<file path="src/rtl/mips_mem_arbiter_pkg.sv">
// ---------------------------------------------------------------------------
// mips_mem_pkg
// Shared defaults and enums for the MIPS32 single-port memory arbiter.
//   AW_DEF / DW_DEF   : default word-address / data widths
//   STARVE_MAX_DEF    : default denied-IF cycles before IF is favoured
//   owner_e           : owner of the in-flight read tag
//   prio_e            : arbitration priority state
// ---------------------------------------------------------------------------
package mips_mem_pkg;

    localparam int AW_DEF         = 10;
    localparam int DW_DEF         = 32;
    localparam int STARVE_MAX_DEF = 4;

    typedef enum logic {
        OWN_IF = 1'b0,
        OWN_DM = 1'b1
    } owner_e;

    typedef enum logic {
        DM_FIRST = 1'b0,
        IF_FIRST = 1'b1
    } prio_e;

endpackage

</file>
<file path="src/rtl/mips_mem_arbiter_if.sv">
// ---------------------------------------------------------------------------
// mips_mem_arbiter_if
// Bundles the fetch port, data port, fetch control and external memory
// port of the arbiter.
//   slave  : arbiter view (requests/controls/mem_rdata in; grants, read
//            responses and memory strobes out)
//   master : requester + memory-model view (mirror of slave)
// ---------------------------------------------------------------------------
interface mips_mem_arbiter_if
    import mips_mem_pkg::*;
#(
    parameter int AW = AW_DEF,
    parameter int DW = DW_DEF
);

    // instruction fetch port
    logic          if_req;
    logic [AW-1:0] if_addr;
    logic          if_gnt;
    logic          if_rvalid;
    logic [DW-1:0] if_rdata;

    // data port
    logic          dm_req;
    logic          dm_we;
    logic [AW-1:0] dm_addr;
    logic [DW-1:0] dm_wdata;
    logic          dm_gnt;
    logic          dm_rvalid;
    logic [DW-1:0] dm_rdata;

    // fetch sequencing
    logic          halt;
    logic          if_flush;

    // external memory
    logic          mem_en;
    logic          mem_we;
    logic [AW-1:0] mem_addr;
    logic [DW-1:0] mem_wdata;
    logic [DW-1:0] mem_rdata;

    modport slave (
        input  if_req, if_addr, dm_req, dm_we, dm_addr, dm_wdata,
               halt, if_flush, mem_rdata,
        output if_gnt, if_rvalid, if_rdata, dm_gnt, dm_rvalid, dm_rdata,
               mem_en, mem_we, mem_addr, mem_wdata
    );

    modport master (
        output if_req, if_addr, dm_req, dm_we, dm_addr, dm_wdata,
               halt, if_flush, mem_rdata,
        input  if_gnt, if_rvalid, if_rdata, dm_gnt, dm_rvalid, dm_rdata,
               mem_en, mem_we, mem_addr, mem_wdata
    );

endinterface

</file>
<file path="src/rtl/mips_mem_arbiter_starve_ctr.sv">
// ---------------------------------------------------------------------------
// arb_starve_ctr
// 4-bit saturating counter of consecutive cycles the fetch port was
// eligible but denied.
//   clk, rst_n : clock, synchronous active-low reset
//   i_inc      : count one more denied cycle (saturates at STARVE_MAX)
//   i_clr      : clear (wins over i_inc)
//   o_hit      : count == STARVE_MAX
// ---------------------------------------------------------------------------
module arb_starve_ctr #(
    parameter int STARVE_MAX = 4
) (
    input  logic clk,
    input  logic rst_n,
    input  logic i_inc,
    input  logic i_clr,
    output logic o_hit
);

    localparam logic [3:0] MAX_C = 4'(STARVE_MAX);

    logic [3:0] r_count;

    always_ff @(posedge clk) begin
        if (!rst_n)
            r_count <= '0;
        else if (i_clr)
            r_count <= '0;
        else if (i_inc && (r_count != MAX_C))
            r_count <= r_count + 4'd1;
    end

    assign o_hit = (r_count == MAX_C);

endmodule

</file>
<file path="src/rtl/mips_mem_arbiter.sv">
// ---------------------------------------------------------------------------
// mips_mem_arbiter
// Shares one 1-cycle-latency single-port memory between instruction fetch
// and the MEM-stage data port. Data wins conflicts unless fetch has been
// starved for STARVE_MAX cycles.
//   clk, rst_n : clock, synchronous active-low reset
//   bus        : mips_mem_arbiter_if.slave (fetch port, data port,
//                halt/if_flush, external memory port)
// Grants are combinational (0-cycle), read data returns the next cycle.
// ---------------------------------------------------------------------------
module mips_mem_arbiter
    import mips_mem_pkg::*;
#(
    parameter int DW         = DW_DEF,      // must match the bus instance
    parameter int STARVE_MAX = STARVE_MAX_DEF
) (
    input  logic                   clk,
    input  logic                   rst_n,
    mips_mem_arbiter_if.slave      bus
);

    logic    w_if_elig;
    logic    w_if_pri;
    logic    w_if_gnt;
    logic    w_dm_gnt;
    logic    w_rd_gnt;
    logic    w_hit;
    logic    w_if_rvalid;
    logic    w_dm_rvalid;

    prio_e   r_state;
    logic    r_tag_vld;
    owner_e  r_tag_own;
    logic [DW-1:0] r_if_rdata;
    logic [DW-1:0] r_dm_rdata;

    // ---------------- grant logic ----------------
    assign w_if_elig = bus.if_req && !bus.halt && !bus.if_flush;

    // The counter hitting its limit favours IF in that very cycle; the
    // IF_FIRST state only remembers the debt if IF could not take it
    // (e.g. it went ineligible), since the counter itself clears then.
    assign w_if_pri  = (r_state == IF_FIRST) || w_hit;

    assign w_if_gnt  = rst_n && w_if_elig && (w_if_pri || !bus.dm_req);
    assign w_dm_gnt  = rst_n && bus.dm_req && !w_if_gnt;
    assign w_rd_gnt  = w_if_gnt || (w_dm_gnt && !bus.dm_we);

    assign bus.if_gnt    = w_if_gnt;
    assign bus.dm_gnt    = w_dm_gnt;
    assign bus.mem_en    = w_if_gnt || w_dm_gnt;
    assign bus.mem_we    = w_dm_gnt && bus.dm_we;
    assign bus.mem_addr  = w_if_gnt ? bus.if_addr : bus.dm_addr;
    assign bus.mem_wdata = bus.dm_wdata;

    arb_starve_ctr #(
        .STARVE_MAX (STARVE_MAX)
    ) u_starve (
        .clk   (clk),
        .rst_n (rst_n),
        .i_inc (w_if_elig && !w_if_gnt),
        .i_clr (w_if_gnt || !w_if_elig),
        .o_hit (w_hit)
    );

    // ---------------- priority FSM ----------------
    always_ff @(posedge clk) begin
        if (!rst_n) begin
            r_state <= DM_FIRST;
        end else begin
            case (r_state)
                DM_FIRST: if (w_hit && !w_if_gnt) r_state <= IF_FIRST;
                IF_FIRST: if (w_if_gnt)           r_state <= DM_FIRST;
                default:                          r_state <= DM_FIRST;
            endcase
        end
    end

    // ---------------- read tracking ----------------
    always_ff @(posedge clk) begin
        if (!rst_n) begin
            r_tag_vld <= 1'b0;
            r_tag_own <= OWN_IF;
        end else begin
            r_tag_vld <= w_rd_gnt;
            r_tag_own <= w_if_gnt ? OWN_IF : OWN_DM;
        end
    end

    // rvalid is gated by rst_n so a read caught by reset never reports.
    assign w_if_rvalid = rst_n && r_tag_vld && (r_tag_own == OWN_IF) && !bus.if_flush;
    assign w_dm_rvalid = rst_n && r_tag_vld && (r_tag_own == OWN_DM);

    // mem_rdata passes straight through on the response cycle; the hold
    // registers keep the last delivered word visible afterwards.
    always_ff @(posedge clk) begin
        if (!rst_n) begin
            r_if_rdata <= '0;
            r_dm_rdata <= '0;
        end else begin
            if (w_if_rvalid) r_if_rdata <= bus.mem_rdata;
            if (w_dm_rvalid) r_dm_rdata <= bus.mem_rdata;
        end
    end

    assign bus.if_rvalid = w_if_rvalid;
    assign bus.dm_rvalid = w_dm_rvalid;
    assign bus.if_rdata  = w_if_rvalid ? bus.mem_rdata : r_if_rdata;
    assign bus.dm_rdata  = w_dm_rvalid ? bus.mem_rdata : r_dm_rdata;

endmodule

</file>
<file path="src/flat_wrapper.sv">
// flat-port wrapper written by rule: the top's interface ports become plain ports
module mips_mem_arbiter_flat import mips_mem_pkg::*;
#(
    parameter int DW         = DW_DEF,                                    
    parameter int STARVE_MAX = STARVE_MAX_DEF
)
  (clk, rst_n, bus_if_req, bus_if_addr, bus_dm_req, bus_dm_we, bus_dm_addr, bus_dm_wdata, bus_halt, bus_if_flush, bus_mem_rdata, bus_if_gnt, bus_if_rvalid, bus_if_rdata, bus_dm_gnt, bus_dm_rvalid, bus_dm_rdata, bus_mem_en, bus_mem_we, bus_mem_addr, bus_mem_wdata);
  mips_mem_arbiter_if #(.AW((10)), .DW(DW)) bus_i ();
  input  logic clk;
  input  logic rst_n;
  input wire logic [$bits(bus_i.if_req)-1:0] bus_if_req;
  input wire logic [$bits(bus_i.if_addr)-1:0] bus_if_addr;
  input wire logic [$bits(bus_i.dm_req)-1:0] bus_dm_req;
  input wire logic [$bits(bus_i.dm_we)-1:0] bus_dm_we;
  input wire logic [$bits(bus_i.dm_addr)-1:0] bus_dm_addr;
  input wire logic [$bits(bus_i.dm_wdata)-1:0] bus_dm_wdata;
  input wire logic [$bits(bus_i.halt)-1:0] bus_halt;
  input wire logic [$bits(bus_i.if_flush)-1:0] bus_if_flush;
  input wire logic [$bits(bus_i.mem_rdata)-1:0] bus_mem_rdata;
  output wire logic [$bits(bus_i.if_gnt)-1:0] bus_if_gnt;
  output wire logic [$bits(bus_i.if_rvalid)-1:0] bus_if_rvalid;
  output wire logic [$bits(bus_i.if_rdata)-1:0] bus_if_rdata;
  output wire logic [$bits(bus_i.dm_gnt)-1:0] bus_dm_gnt;
  output wire logic [$bits(bus_i.dm_rvalid)-1:0] bus_dm_rvalid;
  output wire logic [$bits(bus_i.dm_rdata)-1:0] bus_dm_rdata;
  output wire logic [$bits(bus_i.mem_en)-1:0] bus_mem_en;
  output wire logic [$bits(bus_i.mem_we)-1:0] bus_mem_we;
  output wire logic [$bits(bus_i.mem_addr)-1:0] bus_mem_addr;
  output wire logic [$bits(bus_i.mem_wdata)-1:0] bus_mem_wdata;
  assign bus_i.if_req = bus_if_req;
  assign bus_i.if_addr = bus_if_addr;
  assign bus_i.dm_req = bus_dm_req;
  assign bus_i.dm_we = bus_dm_we;
  assign bus_i.dm_addr = bus_dm_addr;
  assign bus_i.dm_wdata = bus_dm_wdata;
  assign bus_i.halt = bus_halt;
  assign bus_i.if_flush = bus_if_flush;
  assign bus_i.mem_rdata = bus_mem_rdata;
  assign bus_if_gnt = bus_i.if_gnt;
  assign bus_if_rvalid = bus_i.if_rvalid;
  assign bus_if_rdata = bus_i.if_rdata;
  assign bus_dm_gnt = bus_i.dm_gnt;
  assign bus_dm_rvalid = bus_i.dm_rvalid;
  assign bus_dm_rdata = bus_i.dm_rdata;
  assign bus_mem_en = bus_i.mem_en;
  assign bus_mem_we = bus_i.mem_we;
  assign bus_mem_addr = bus_i.mem_addr;
  assign bus_mem_wdata = bus_i.mem_wdata;
  mips_mem_arbiter #(.DW(DW), .STARVE_MAX(STARVE_MAX)) u_core (.clk(clk), .rst_n(rst_n), .bus(bus_i));
endmodule
</file>
<file path="config.mk">
export PLATFORM = sky130hd
export DESIGN_NAME = mips_mem_arbiter_flat
export DESIGN_NICKNAME = d
export VERILOG_FILES = /design/src/rtl/mips_mem_arbiter_pkg.sv /design/src/rtl/mips_mem_arbiter_if.sv /design/src/rtl/mips_mem_arbiter_starve_ctr.sv /design/src/rtl/mips_mem_arbiter.sv /design/src/flat_wrapper.sv
export SDC_FILE = /design/constraint.sdc
export NUM_CORES = 1
export LEC_CHECK = 0
export CAP_MARGIN = 40
export CORE_UTILIZATION = 41
export DETAILED_ROUTE_END_ITERATION = 16
export GPL_TIMING_DRIVEN = 0
export PLACE_DENSITY = 0.95
export SLEW_MARGIN = 5
export SYNTH_ARGS = -nofsm -noshare
export SYNTH_HDL_FRONTEND = slang
export SYNTH_SLANG_ARGS = --single-unit
</file>
<file path="constraint.sdc">
create_clock -name clk -period 2.8 [get_ports clk]
set_input_delay 0.56 -clock clk [delete_from_list [all_inputs] [get_ports clk]]
set_output_delay 0.56 -clock clk [all_outputs]
set_load 0.005 [all_outputs]
</file>
After elaboration in Yosys (flattened, before gate mapping) --
Index checks and enable logic that the tools add are counted.
Storage, ports and cells: bits in registers 71, input bits 91, output and inout bits 112
Operators by class: add/subtract/negate cells 1, equal/unequal tests 2, multiplexer cells 6, bitwise operators 3, reductions and logical operators 27
Operator list (count):
- two-way mux 32 bit | 2
- logical AND 1 bit | 15
- two-way mux 10 bit | 1
- zero test 1 bit | 6
- logical OR 1 bit | 5
- adder 4 x 1 -> 4 bit (second input constant) | 1
- equality test 4 x 3 -> 1 bit (second input constant) | 1
- != test 4 x 3 -> 1 bit (second input constant) | 1
- inverter 1 bit | 3
- two-way mux 1 bit | 2
- case mux 1 bit (2 select lines) | 1
- OR reduction 2 bit | 1

Longest topological paths before layout --
depth in word-level cells 9, mapped depth 6, gate-level depth less buffers 5

Modules after synthesis --
From an unflattened synthesis, not the netlist that was laid out.
Second synthesis, totals: cell total of the unflattened synthesis 300, area total of the unflattened synthesis 3434.5 µm²
Modules (own cells, without submodules):
- mips_mem_arbiter | times used 1, cells each 274, area each 3230.6 µm²
- arb_starve_ctr | times used 1, cells each 26, area each 203.9 µm²

Worst setup path before layout --
Ideal clock, no wire load.
path type in2out, start input bus_if_flush, end output bus_mem_addr[0], arrival 1641 ps, required time 2240 ps, setup slack 599 ps, stages 4, path buffers 1, cells stage by stage nand4bb_2 > a21oi_1 > buf_6 > mux2_2
Between the ends: word-level cells in the longest chain between the ends 5
Ends and longest elaborated chain:
- start: declaration | RTL line flat_wrapper.sv:18 | input wire logic [$bits(bus_i.if_flush)-1:0] bus_if_flush;
- zero test 1 bit | RTL line mips_mem_arbiter.sv:38 | assign w_if_elig = bus.if_req && !bus.halt && !bus.if_flush;
- logical AND 1 bit | RTL line mips_mem_arbiter.sv:38
- logical AND 1 bit (2 in series) | RTL line mips_mem_arbiter.sv:45 | assign w_if_gnt = rst_n && w_if_elig && (w_if_pri || !bus.dm_req);
- via bus_if_gnt | RTL line flat_wrapper.sv:20 | output wire logic [$bits(bus_i.if_gnt)-1:0] bus_if_gnt;
- two-way mux 10 bit | RTL line mips_mem_arbiter.sv:53 | assign bus.mem_addr = w_if_gnt ? bus.if_addr : bus.dm_addr;
- end: declaration | RTL line flat_wrapper.sv:28 | output wire logic [$bits(bus_i.mem_addr)-1:0] bus_mem_addr;
The timed path passes the listed nets, and every way through them passes these cells.

Worst setup path in the final report --
start input bus_dm_req, end output bus_if_gnt
Between the ends: word-level cells in the longest chain between the ends 3
Ends and longest elaborated chain:
- start: declaration | RTL line flat_wrapper.sv:13 | input wire logic [$bits(bus_i.dm_req)-1:0] bus_dm_req;
- zero test 1 bit | RTL line mips_mem_arbiter.sv:45
- logical OR 1 bit | RTL line mips_mem_arbiter.sv:45
- logical AND 1 bit | RTL line mips_mem_arbiter.sv:45
- end: declaration | RTL line flat_wrapper.sv:20
No other way between the ends.

==> out/qor.yml <==
antenna_found_initial: 0
seq_area_frac_synth: 0.422
yosys-top-cells-area: "dfxtp_1 (42%), mux2_2 (15%), mux2_4 (13%), and2_1 (11%), buf_4 (7.1%)"
yosysTopAreaCell: "dfxtp_1"
grt_max_degree: 14
whs_ns: 0.497
route.detailed.drc: 0
total_leakage_power_nw: 2.88
crit_buf_inv: 5
stdcell_count: 588
hold_buffers: 0
syn_nets: 382
final_cell_mix: "clkdlybuf4s50_1 (128), dfxtp_1 (71), and2_1 (60), mux2_2 (45), buf_4 (42)"
vias: 2724
synth_top_family_by_area: "multiplexers"
worst_pin_slew_ns: 0.442
synthXorXnorAreaFrac: 0.00260
synth_top_area_share: 0.422
synth-simple-area-share: 0.160
nNetsFinal: 574
drive_gt1_frac: 0.313
max_stage_delay_ns: 0.55
max_freq_mhz: 360
cell_internal_pwr_w: 0.00188
start_util: 0.429
clock_skew_ns: 0.0127
critPathRequiredTime_ns: 2.24
critPathKind: "input pin to output pin"
die_w_um: 92.6
p_per_area_nw_per_um2: 423
synth_compound_area_frac: 0.00892
path_cells: "clkdlybuf4s50_1 > nor2b_4 > a21oi_4 > buf_6 > buf_4 > buf_4 > clkdlybuf4s50_1"
core_um2: 7850
status: "completed"
swShare: 0.213
wl_per_cell_um: 15.6
postRouteAntennaNets: 0
cp-end-kind: "output pin"
worst_slack_ns: 0.0191
worstHoldPathType: "register to register"
fin_crit_ns: 2.78
fin_crit_sh: 0.993
ir_drop_uv: 313
routabilityCongestion: 0.792
insertion_delay_ns: 0.35
critPathSlowestCell: "clkdlybuf4s50_1"
synth_area_um2: 3370
grtUsageTotal: 0.213
grt_pass1_vias: 2929
root_buffer: "clkbuf_8"
dieArea_um2: 8580
synthMuxAreaShare: 0.283
dr.pass1.iters: 4
drv_cap: 0
p_clk_frac: 0.429
rows: 32
via_per_inst: 4.63
area.growth.synth_to_final_pct: 67.6
p_switching_w: 0.000507
grt.overflow.total: 0
routed_wl_mm: 9.18
seqPwrFrac: 0.430
synth-adder-area-share: 0.00743
die_h_um: 92.6
cts_buffers: 9
syn_avg_cell_area_um2: 11.7
max_slew_margin: 0.705
final_hold_viol_count: 0
final-setup-viol-count: 0
syn_inst: 289
h-tree-depth: 3
crit_family: "buffers and inverters"
cts_sinks: 71
worstPathArrival_ns: 2.22
grt_first_pass_wirelength_mm: 14.1
io_pins: 203
synth_warnings: 0
pwr-share-comb: 0.140
dp.cells: 560
dp.final_hpwl_mm: 6.79
cp_max_fo: 4
clk_path_buf_depth: 2
cts_tree: "yes"
ys_ff_latch: 71
layout_commonest_cell: "clkdlybuf4s50_1"
portBuffers: 169
pre_cts_slack_ns: -0.448
first_iter_violations: 35
clkTransAtPathRegs_ns: 0.08
slew_violations: 0
final_util: 0.719
start_kind: "input pin"
diodes: 0
yosysUniqueCellTypes: 31
==> metal layers <==
layer,vias to the layer above,part of all wire,global-route usage
met4,0,0.012,0.0654
li1,1309,-,-
met3,13,0.072,0.0665
met1,1266,0.37,0.218
met2,136,0.54,0.410
met5,-,0,0
==> sequential cells by signal, indices dropped and copies added (netlist names) <==
register and cells:
u_core.r_if_rdata 32, u_core.r_dm_rdata 32, u_core.r_tag_vld 1, u_core.r_state 1
u_core.u_starve.r_count 4, u_core.r_tag_own 1
==> power by group through the flow <==
stage / clock (W) / sequential, W / combinational, W
floorplan: 0 / 0.00105 / 0.000120
global placement: 0 / 0.00105 / 0.000330
detailed placement: 0 / 0.00105 / 0.000337
CTS: 0.00105 / 0.00103 / 0.000337
global route: 0.00110 / 0.00103 / 0.000358
finish: 0.00102 / 0.00103 / 0.000335
==> per-stage QoR <==
step	power (W)	cell area (um^2)	TNS (ns)
floorplan	0.00117	3370	0
CTS	0.00241	5510	0
global placement	0.00138	5190	-9.57
finish	0.00238	5640	0
global route	0.00249	5640	-0.0140
detailed placement	0.00139	5190	-10.05
==> path summary, 6_finish.rpt <==
check / to / cells past startpoint / slack (ns) / start
setup reg to reg: u_core.r_tag_vld / 9 / 1.04 / u_core.u_starve.r_count[0]
hold reg to reg: u_core.u_starve.r_count[0] / 1 / 0.50 / u_core.u_starve.r_count[0]
hold / removal: u_core.u_starve.r_count[0] / 1 / 0.50 / u_core.u_starve.r_count[0]
setup / recovery: bus_if_gnt / 7 / 0.02 / bus_dm_req
==> cells by family after synthesis <==
family	count (synthesis)
and+or+nand+nor	83
adders and majority gates	2
muxes	75
AOI/OAI and AO/OA	5
buffers and inverters	52
xor gates and xnor gates	1
DFF	71
==> cell type report <==
cell class | count | area [um^2]
tap | 102 | 128
multi-input combinational | 166 | 1590
timing repair buffer | 181 | 1860
fill | 535 | 2200
clock inverter | 6 | 116
buffer | 48 | 375
clock buffer | 10 | 138
sequential | 71 | 1420
inverter | 4 | 15.0
==> cells in the mapped netlist <==
| cell type | instances |
|---|---|
| and2_4 | 4 |
| nor3b_1 | 1 |
| a21oi_1 | 3 |
| dfxtp_1 | 71 |
| inv_1 | 4 |
| and2_1 | 60 |
| nor2b_1 | 2 |
| o21a_1 | 1 |
| xnor2_1 | 1 |
| nor4_1 | 1 |
| o21bai_1 | 1 |
| mux2_2 | 45 |
| buf_2 | 3 |
| mux2_4 | 29 |
| and3_1 | 1 |
| clkbuf_1 | 7 |
| buf_6 | 3 |
| buf_12 | 3 |
| mux2i_1 | 1 |
| ha_1 | 2 |
| nor3_1 | 3 |
| nand3b_1 | 1 |
| nand4bb_2 | 1 |
| nand3_2 | 1 |
| and4bb_1 | 1 |
| nand2_1 | 2 |
| nand2b_1 | 1 |
| nor2_1 | 1 |
| or3b_2 | 1 |
| nand3_1 | 2 |
| buf_4 | 32 |
==> repair_timing <==
| action | in CTS | in global routing |
|---|---|---|
| pin swaps | 1 | 1 |
| setup endpoints to repair | 43 | 32 |
| setup buffers | 6 | 6 |
| resized for setup | 16 | 30 |
| gates cloned | 0 | 0 |
Power figures use the tool's default switching activity.
